==> config.mk <==
export PLATFORM = sky130hd
export DESIGN_NAME = inta_sequencer
export DESIGN_NICKNAME = d
export VERILOG_FILES = /design/src/rtl/inta_seq_pkg.sv /design/src/rtl/inta_pulse_timer.sv /design/src/rtl/inta_sequencer.sv
export SDC_FILE = /design/constraint.sdc
export NUM_CORES = 1
export LEC_CHECK = 0
export ABC_AREA = 1
export BUFFER_PORTS_ARGS = -buffer_cell sky130_fd_sc_hd__buf_2
export CAP_MARGIN = 20
export CORE_AREA = 2 2 51 53
export CTS_BUF_LIST = sky130_fd_sc_hd__clkbuf_4 sky130_fd_sc_hd__clkbuf_8
export CTS_CLUSTER_DIAMETER = 50
export DETAILED_ROUTE_END_ITERATION = 10
export DIE_AREA = 0 0 53 55
export PLACE_DENSITY = 0.75
export SYNTH_ARGS = -nofsm -noshare
export SYNTH_HDL_FRONTEND = slang
export SYNTH_SLANG_ARGS = --single-unit
==> constraint.sdc <==
create_clock -name clk -period 1.4 [get_ports clk]
set_input_delay 0.28 -clock clk [delete_from_list [all_inputs] [get_ports clk]]
set_output_delay 0.28 -clock clk [all_outputs]
set_load 0.01 [all_outputs]
==> src/rtl/inta_seq_pkg.sv <==
// rtl/inta_seq_pkg.sv - shared state encoding, OCW2 command bytes and counter sizing for inta_sequencer
package inta_seq_pkg;

    typedef enum logic [2:0] {
        IDLE,
        INTA1,
        GAP,
        INTA2,
        SERVICE,
        EOI_WR,
        RECOVER
    } state_t;

    localparam logic [7:0] OCW2_NS_EOI = 8'h20;
    localparam logic [7:0] OCW2_SP_EOI = 8'h60;

    function automatic int cnt_width(input int a, input int b, input int c);
        int m;
        m = a;
        if (b > m) m = b;
        if (c > m) m = c;
        return $clog2(m) + 1;
    endfunction

endpackage

==> src/rtl/inta_pulse_timer.sv <==
// rtl/inta_pulse_timer.sv - loadable down-counter; done is high while the count sits at zero
module inta_pulse_timer #(
    parameter int W = 2
) (
    input  logic         clk,
    input  logic         rst,
    input  logic         load,
    input  logic [W-1:0] load_val,
    output logic         done
);

    logic [W-1:0] cnt;

    always_ff @(posedge clk or posedge rst) begin
        if (rst) begin
            cnt <= '0;
        end else if (load) begin
            cnt <= load_val;
        end else if (cnt != '0) begin
            cnt <= cnt - 1'b1;
        end
    end

    assign done = (cnt == '0);

endmodule

==> src/rtl/inta_sequencer.sv <==
// rtl/inta_sequencer.sv - 8259 INTA acknowledge sequencer with vector capture and EOI write; INTA_SEQ_SPECIFIC_EOI_EN selects specific EOI
module inta_sequencer
    import inta_seq_pkg::*;
#(
    parameter int INTA_LOW_CYCLES = 2,
    parameter int INTA_GAP_CYCLES = 2,
    parameter int EOI_WR_CYCLES   = 2
) (
    input  logic       clk,
    input  logic       rst,
    input  logic       int_req,
    input  logic       int_enable,
    input  logic       auto_eoi,
    input  logic       ack,
    input  logic [7:0] data_in,
    output logic       inta_n,
    output logic       wr_n,
    output logic       a0,
    output logic [7:0] data_out,
    output logic       data_oe,
    output logic [7:0] vector,
    output logic       vector_valid,
    output logic       busy
);

    localparam int W = cnt_width(INTA_LOW_CYCLES, INTA_GAP_CYCLES, EOI_WR_CYCLES);
    localparam logic [W-1:0] LOW_LOAD = W'(INTA_LOW_CYCLES - 1);
    localparam logic [W-1:0] GAP_LOAD = W'(INTA_GAP_CYCLES - 1);
    localparam logic [W-1:0] EOI_LOAD = W'(EOI_WR_CYCLES - 1);

    state_t       state, next_state;
    logic         t_load;
    logic [W-1:0] t_load_val;
    logic         t_done;
    logic         capture;
    logic [7:0]   ocw2;

    inta_pulse_timer #(.W(W)) u_timer (
        .clk      (clk),
        .rst      (rst),
        .load     (t_load),
        .load_val (t_load_val),
        .done     (t_done)
    );

`ifdef INTA_SEQ_SPECIFIC_EOI_EN
    assign ocw2 = OCW2_SP_EOI | {5'b0, vector[2:0]};
`else
    assign ocw2 = OCW2_NS_EOI;
`endif

    always_ff @(posedge clk or posedge rst) begin
        if (rst) state <= IDLE;
        else     state <= next_state;
    end

    // Timer is loaded on entry to each timed phase, so it reads zero on that phase's last cycle.
    always_comb begin
        next_state = state;
        t_load     = 1'b0;
        t_load_val = '0;
        capture    = 1'b0;
        case (state)
            IDLE: if (int_req && int_enable) begin
                next_state = INTA1;
                t_load     = 1'b1;
                t_load_val = LOW_LOAD;
            end
            INTA1: if (t_done) begin
                next_state = GAP;
                t_load     = 1'b1;
                t_load_val = GAP_LOAD;
            end
            GAP: if (t_done) begin
                next_state = INTA2;
                t_load     = 1'b1;
                t_load_val = LOW_LOAD;
            end
            INTA2: if (t_done) begin
                next_state = SERVICE;
                capture    = 1'b1;
            end
            SERVICE: begin
                if (auto_eoi) begin
                    next_state = RECOVER;
                end else if (ack) begin
                    next_state = EOI_WR;
                    t_load     = 1'b1;
                    t_load_val = EOI_LOAD;
                end
            end
            EOI_WR:  if (t_done) next_state = RECOVER;
            RECOVER: next_state = IDLE;
            default: next_state = IDLE;
        endcase
    end

    // Outputs are registered from next_state so each strobe lines up with its state.
    always_ff @(posedge clk or posedge rst) begin
        if (rst) begin
            inta_n       <= 1'b1;
            wr_n         <= 1'b1;
            data_out     <= 8'h00;
            data_oe      <= 1'b0;
            vector       <= 8'h00;
            vector_valid <= 1'b0;
            busy         <= 1'b0;
        end else begin
            inta_n       <= !(next_state == INTA1 || next_state == INTA2);
            wr_n         <= (next_state != EOI_WR);
            data_oe      <= (next_state == EOI_WR);
            vector_valid <= capture;
            busy         <= (next_state != IDLE);
            if (capture) vector <= data_in;
            if (next_state == EOI_WR && state != EOI_WR) data_out <= ocw2;
        end
    end

    assign a0 = 1'b0;

endmodule
== Yosys cells after proc, flatten, opt, wreduce, memory -nomap -nowiden ==
Index checks and enable logic that the tools add are counted.

* Output and inout port bits: 22
* Logic and storage cells: 51
* Input bits: 14
* Flip-flop bits (word level): 19

* Muxes and demuxes: 21
* Add/subtract/negate cells: 1
* Reduce and logical (&&, ||, !) cells: 10
* Equality and inequality tests: 10

{| class="wikitable"
|+ Operators with widths
! operator !! count
|-
| 2-to-1 mux 3 bit || 7
|-
| one-hot mux 3 bit (6 select lines) || 1
|-
| == test 3 x 2 -> 1 bit (second input constant) || 3
|-
| == test 3 bit (second input constant) || 3
|-
| 2-to-1 mux 1 bit || 9
|-
| == test 3 x 1 -> 1 bit (second input constant) || 2
|-
| != test 3 bit (second input constant) || 2
|-
| one-hot mux 1 bit (3 select lines) || 2
|-
| 2-to-1 mux 2 bit || 2
|-
| nonzero test 2 bit || 2
|-
| zero test 3 bit || 1
|-
| nonzero test 3 bit || 1
|-
| logical AND 1 bit || 2
|-
| zero test 2 bit || 1
|-
| OR reduction 2 bit || 1
|-
| subtractor 2 x 1 -> 2 bit (second input constant) || 1
|-
| zero test 1 bit || 1
|-
| logical OR 1 bit || 1
|}

== Longest topological paths before layout ==
* Depth after elaboration: 6
* Depth in mapped cells: 9
* Gate-level depth less buffers: 8

== Hierarchy ==
A second synthesis with hierarchy kept.

* Cell total of the unflattened synthesis: 114
* Area total of the unflattened synthesis: 943.4 µm²

{| class="wikitable"
|+ Modules (own cells, without submodules)
! module !! instances !! cells each !! area an instance (µm²)
|-
| inta_sequencer || 1 || 97 || 820.8
|-
| inta_pulse_timer || 1 || 17 || 122.6
|}

== Worst setup path after synthesis ==
OpenSTA, ideal clock, no wires.

* Path kind: reg-to-reg
* From: reg u_timer.cnt[0]
* To: reg busy
* Stages on the path, launching flop included: 10
* Setup time: 0.118 ns
* Data arrival time: 1.133 ns
* Setup slack: 0.149 ns
* Path buffers: 1
* Cells stage by stage: dfrtp_1 > inv_1 > ha_1 > buf_6 > nand2_2 > nor2_8 > inv_6 > nand2_4 > nor2_1 > nand2_1

* Cells in the longest elaborated chain, start to end: 4
* Elaborated cells between the ends (all ways): 7
* Those cells by class: 5 x mux; 2 x reduce/logical

{| class="wikitable"
|+ Ends and longest elaborated chain
! item !! RTL line !! RTL
|-
| from (decl) || inta_pulse_timer.sv:12 || <nowiki>logic [W-1:0] cnt;</nowiki>
|-
| from (signal assigned) || inta_pulse_timer.sv:18 || <nowiki>cnt <= load_val;</nowiki>
|-
| from (signal assigned) || inta_pulse_timer.sv:20 || <nowiki>cnt <= cnt - 1'b1;</nowiki>
|-
| zero test 2 bit (*) || inta_pulse_timer.sv:24 || <nowiki>assign done = (cnt == '0);</nowiki>
|-
| 2-to-1 mux 3 bit, on equally long branches || -- ||
|-
| one-hot mux 3 bit (6 select lines) (*) || inta_sequencer.sv:63 || <nowiki>case (state)</nowiki>
|-
| named net next_state[2] || inta_sequencer.sv:31 || <nowiki>state_t state, next_state;</nowiki>
|-
| nonzero test 3 bit (*) || inta_sequencer.sv:113 || <nowiki>busy <= (next_state != IDLE);</nowiki>
|-
| to (signal assigned) || inta_sequencer.sv:113 ||
|-
| to (decl) || inta_sequencer.sv:23 || <nowiki>output logic busy</nowiki>
|}

The timed path passes the listed nets; every way through them passes the cells marked *.
A chain may end at the register's enable or synchronous reset.

== Worst setup path in the final report ==
Ends and elaborated chain as after synthesis.

==> impl_metrics.yaml <==
run_status:
  status: "finished clean"
finish:
  drive_gt1_share_pct: 36.0
  insertedDiodeCount: 0
  nNetsFinal: 152
  syn_to_final_growth_pct: 21.9
clocking:
  clock_latency_ps: 290
  cts_buffers: 3
  tritoncts: "yes"
  ctsRootBufferMaster: "clkbuf_4"
  cts_setup_buffers: 0
  clock-sinks: 19
  htreeDepth: 1
  cts_buffer_depth: 2
  clk_pin_slew_ps: 110
sta:
  whs_ps: 178
  tns_ps: 0
  hold_viol_final: 0
  clock.fmax_mhz: 783
  fin_crit_sh_pct: 91.2
  finalSetupViolations: 0
  rsz0062_at_grt: "false"
  clock_skew_ps: 1.47
  min_period_ps: 1280
  drv_slew: 0
floorplan:
  die_area_mm2: 0.00292
  rows: 18
  fp.dieH_um: 55
  ios: 36
  die_w_um: 53
  start_util_pct: 38.6
  core_mm2: 0.00236
worst_setup_path:
  path_max_fanout: 9
  crit_type: "reg2reg"
  cp-start-kind: "flip-flop"
  crit_required_ps: 1640
  critPathArrivalTime_ps: 1510
  endpoint_kind: "flip-flop"
power_and_ir_drop:
  peakVddDrop_v: 0.00104
  leakagePower_uw: 0.000642
  powerDensity_mw_per_mm2: 2180
drt:
  drc_errors: 0
  drtAntennaViolNets: 0
  drtIter0Drc: 20
  post_drt_wl_per_cell_um: 10.8
  firstDrtPassIters: 4
  drt-vias-per-instance: 4.44
  wirelength_um: 1800
  vias: 737
global_routing:
  grt_pass1_vias: 667
  overflow: 0
  track_usage_pct: 13.1
  grt_pass1_wl_um: 2680
  grt_max_degree: 13
  antenna_found_initial: 0
place:
  routabilityCongestion: 0.721
  portBuffers: 27
  place_hpwl_um: 1350
hold_path:
  holdCritPathClass: "in2reg"
logic_synthesis:
  synth_warnings: 0
  ys_ff_latch: 19
  syn_avg_cell_area_um2: 8.86
  yosysSeqAreaShare_pct: 52.4
  synth_cells: 103
  synth_cell_types: 20
  synth_area_um2: 912
flow_run:
  cap_violations: 0
-- worst paths after layout --
kind,from,end,slack [ps],cells past startpoint
hold / removal,data_in[5],vector[5],180,3
min in group asynchronous,rst,state[0],510,3
max in group asynchronous,rst,vector[1],410,4
hold reg to reg,vector[0],vector[0],480,2
setup / recovery,u_timer.cnt[0],busy,120,8
setup reg to reg,u_timer.cnt[0],busy,120,8
-- placed cells by master, fill, tap and decap left out --
master | synthesis | layout
nand2_1 | 34 | 34
dfrtp_1 | 17 | 17
inv_1 | 9 | 9
ha_4 | 0 | 1
nor2_1 | 8 | 8
nand2_4 | 2 | 2
nand3b_1 | 1 | 1
clkinv_2 | 0 | 1
conb_1 | 1 | 8
nand3_1 | 7 | 7
nor2_8 | 1 | 1
inv_2 | 2 | 2
o21ai_1 | 0 | 1
a31o_2 | 1 | 1
nand2_2 | 3 | 3
buf_2 | 0 | 27
inv_6 | 1 | 1
buf_4 | 8 | 3
dfstp_2 | 2 | 2
xor2_1 | 1 | 1
nor2_2 | 2 | 2
clkbuf_4 | 0 | 3
dlygate4sd3_1 | 0 | 1
-- cells by family after synthesis --
logic type	Yosys count	share of synthesized area, %
compound gates	2	1.51
flops	19	52.4
buf+inv	21	13.3
xor+xnor	1	0.960
fa+ha+maj	1	1.37
simple gates	58	30.0
other cells	1	0.411
-- power by group --
part	switching [uW]	internal (uW)
registers	168	819
logic	690	469
clock network	176	106
total	1030	1400
-- per-layer routing --
metal / vias to the layer above / track usage, % / part of all wire (%)
li1: 361 / - / -
met1: 339 / 14.3 / 40
met2: 33 / 21.7 / 50
met3: 4 / 3.23 / 7.7
met4: 0 / 11.1 / 2.3
met5: - / 0 / 0
-- layout make-up --
type,count,area [um2]
fillers,242,1250
flip-flops and latches,19,478
multi-input cells,70,352
repair buffers,31,168
inverters,12,50.0
well taps,30,37.5
clock buffers,3,22.5
clock inverters,1,5.00
-- Yosys cell counts --
cell	count	area [um2]
buf_6	1	11.3
nand2_4	2	22.5
dfrtp_1	17	425
ha_1	1	12.5
inv_6	1	8.76
nand3_1	7	35.0
o21ai_0	1	5.00
inv_1	9	33.8
nand2_2	3	18.8
nor2_2	2	12.5
inv_2	2	7.51
dfstp_2	2	52.6
conb_1	1	3.75
buf_4	8	60.1
nor2_1	8	30.0
nand3b_1	1	7.51
a31o_2	1	8.76
nor2_8	1	20.0
xor2_1	1	8.76
nand2_1	34	128
-- metrics by stage --
step | util, % | power (uW) | setup slack (ps) | instance area, um2 | cells
after floorplan | - | 1760 | 149 | 938 | 110
after global placement | 44.9 | 2040 | 125 | 1060 | 161
after detailed placement | 44.9 | 2090 | 82.3 | 1060 | 161
after CTS | 46.5 | 2380 | 51.2 | 1100 | 166
after global routing | 47.0 | 2630 | 14.9 | 1110 | 166
final | 47.0 | 2430 | 124 | 1110 | 166
-- worst max-delay path: stages (launching register included) --
cell and delay, ps:
dfrtp_1 400, inv_1 110, ha_4 180, nand2_2 90, nor2_8 170, inv_6 70, nand2_4 70, nor2_1 50
nand2_1 70
-- registers in the layout (all words and copies together), names as in the netlist --
| register | flops |
|---|---|
| busy | 1 |
| data_oe | 1 |
| data_out | 1 |
| inta_n | 1 |
| state | 3 |
| u_timer.cnt | 2 |
| vector | 8 |
| vector_valid | 1 |
| wr_n | 1 |
-- what timing repair did --
action,CTS,global route
endpoints found under the setup margin,0,9
resized for setup,0,3
hold endpoints to repair,9,0
hold buffers,1,0
No activity file was read; power rests on OpenSTA's default activity.
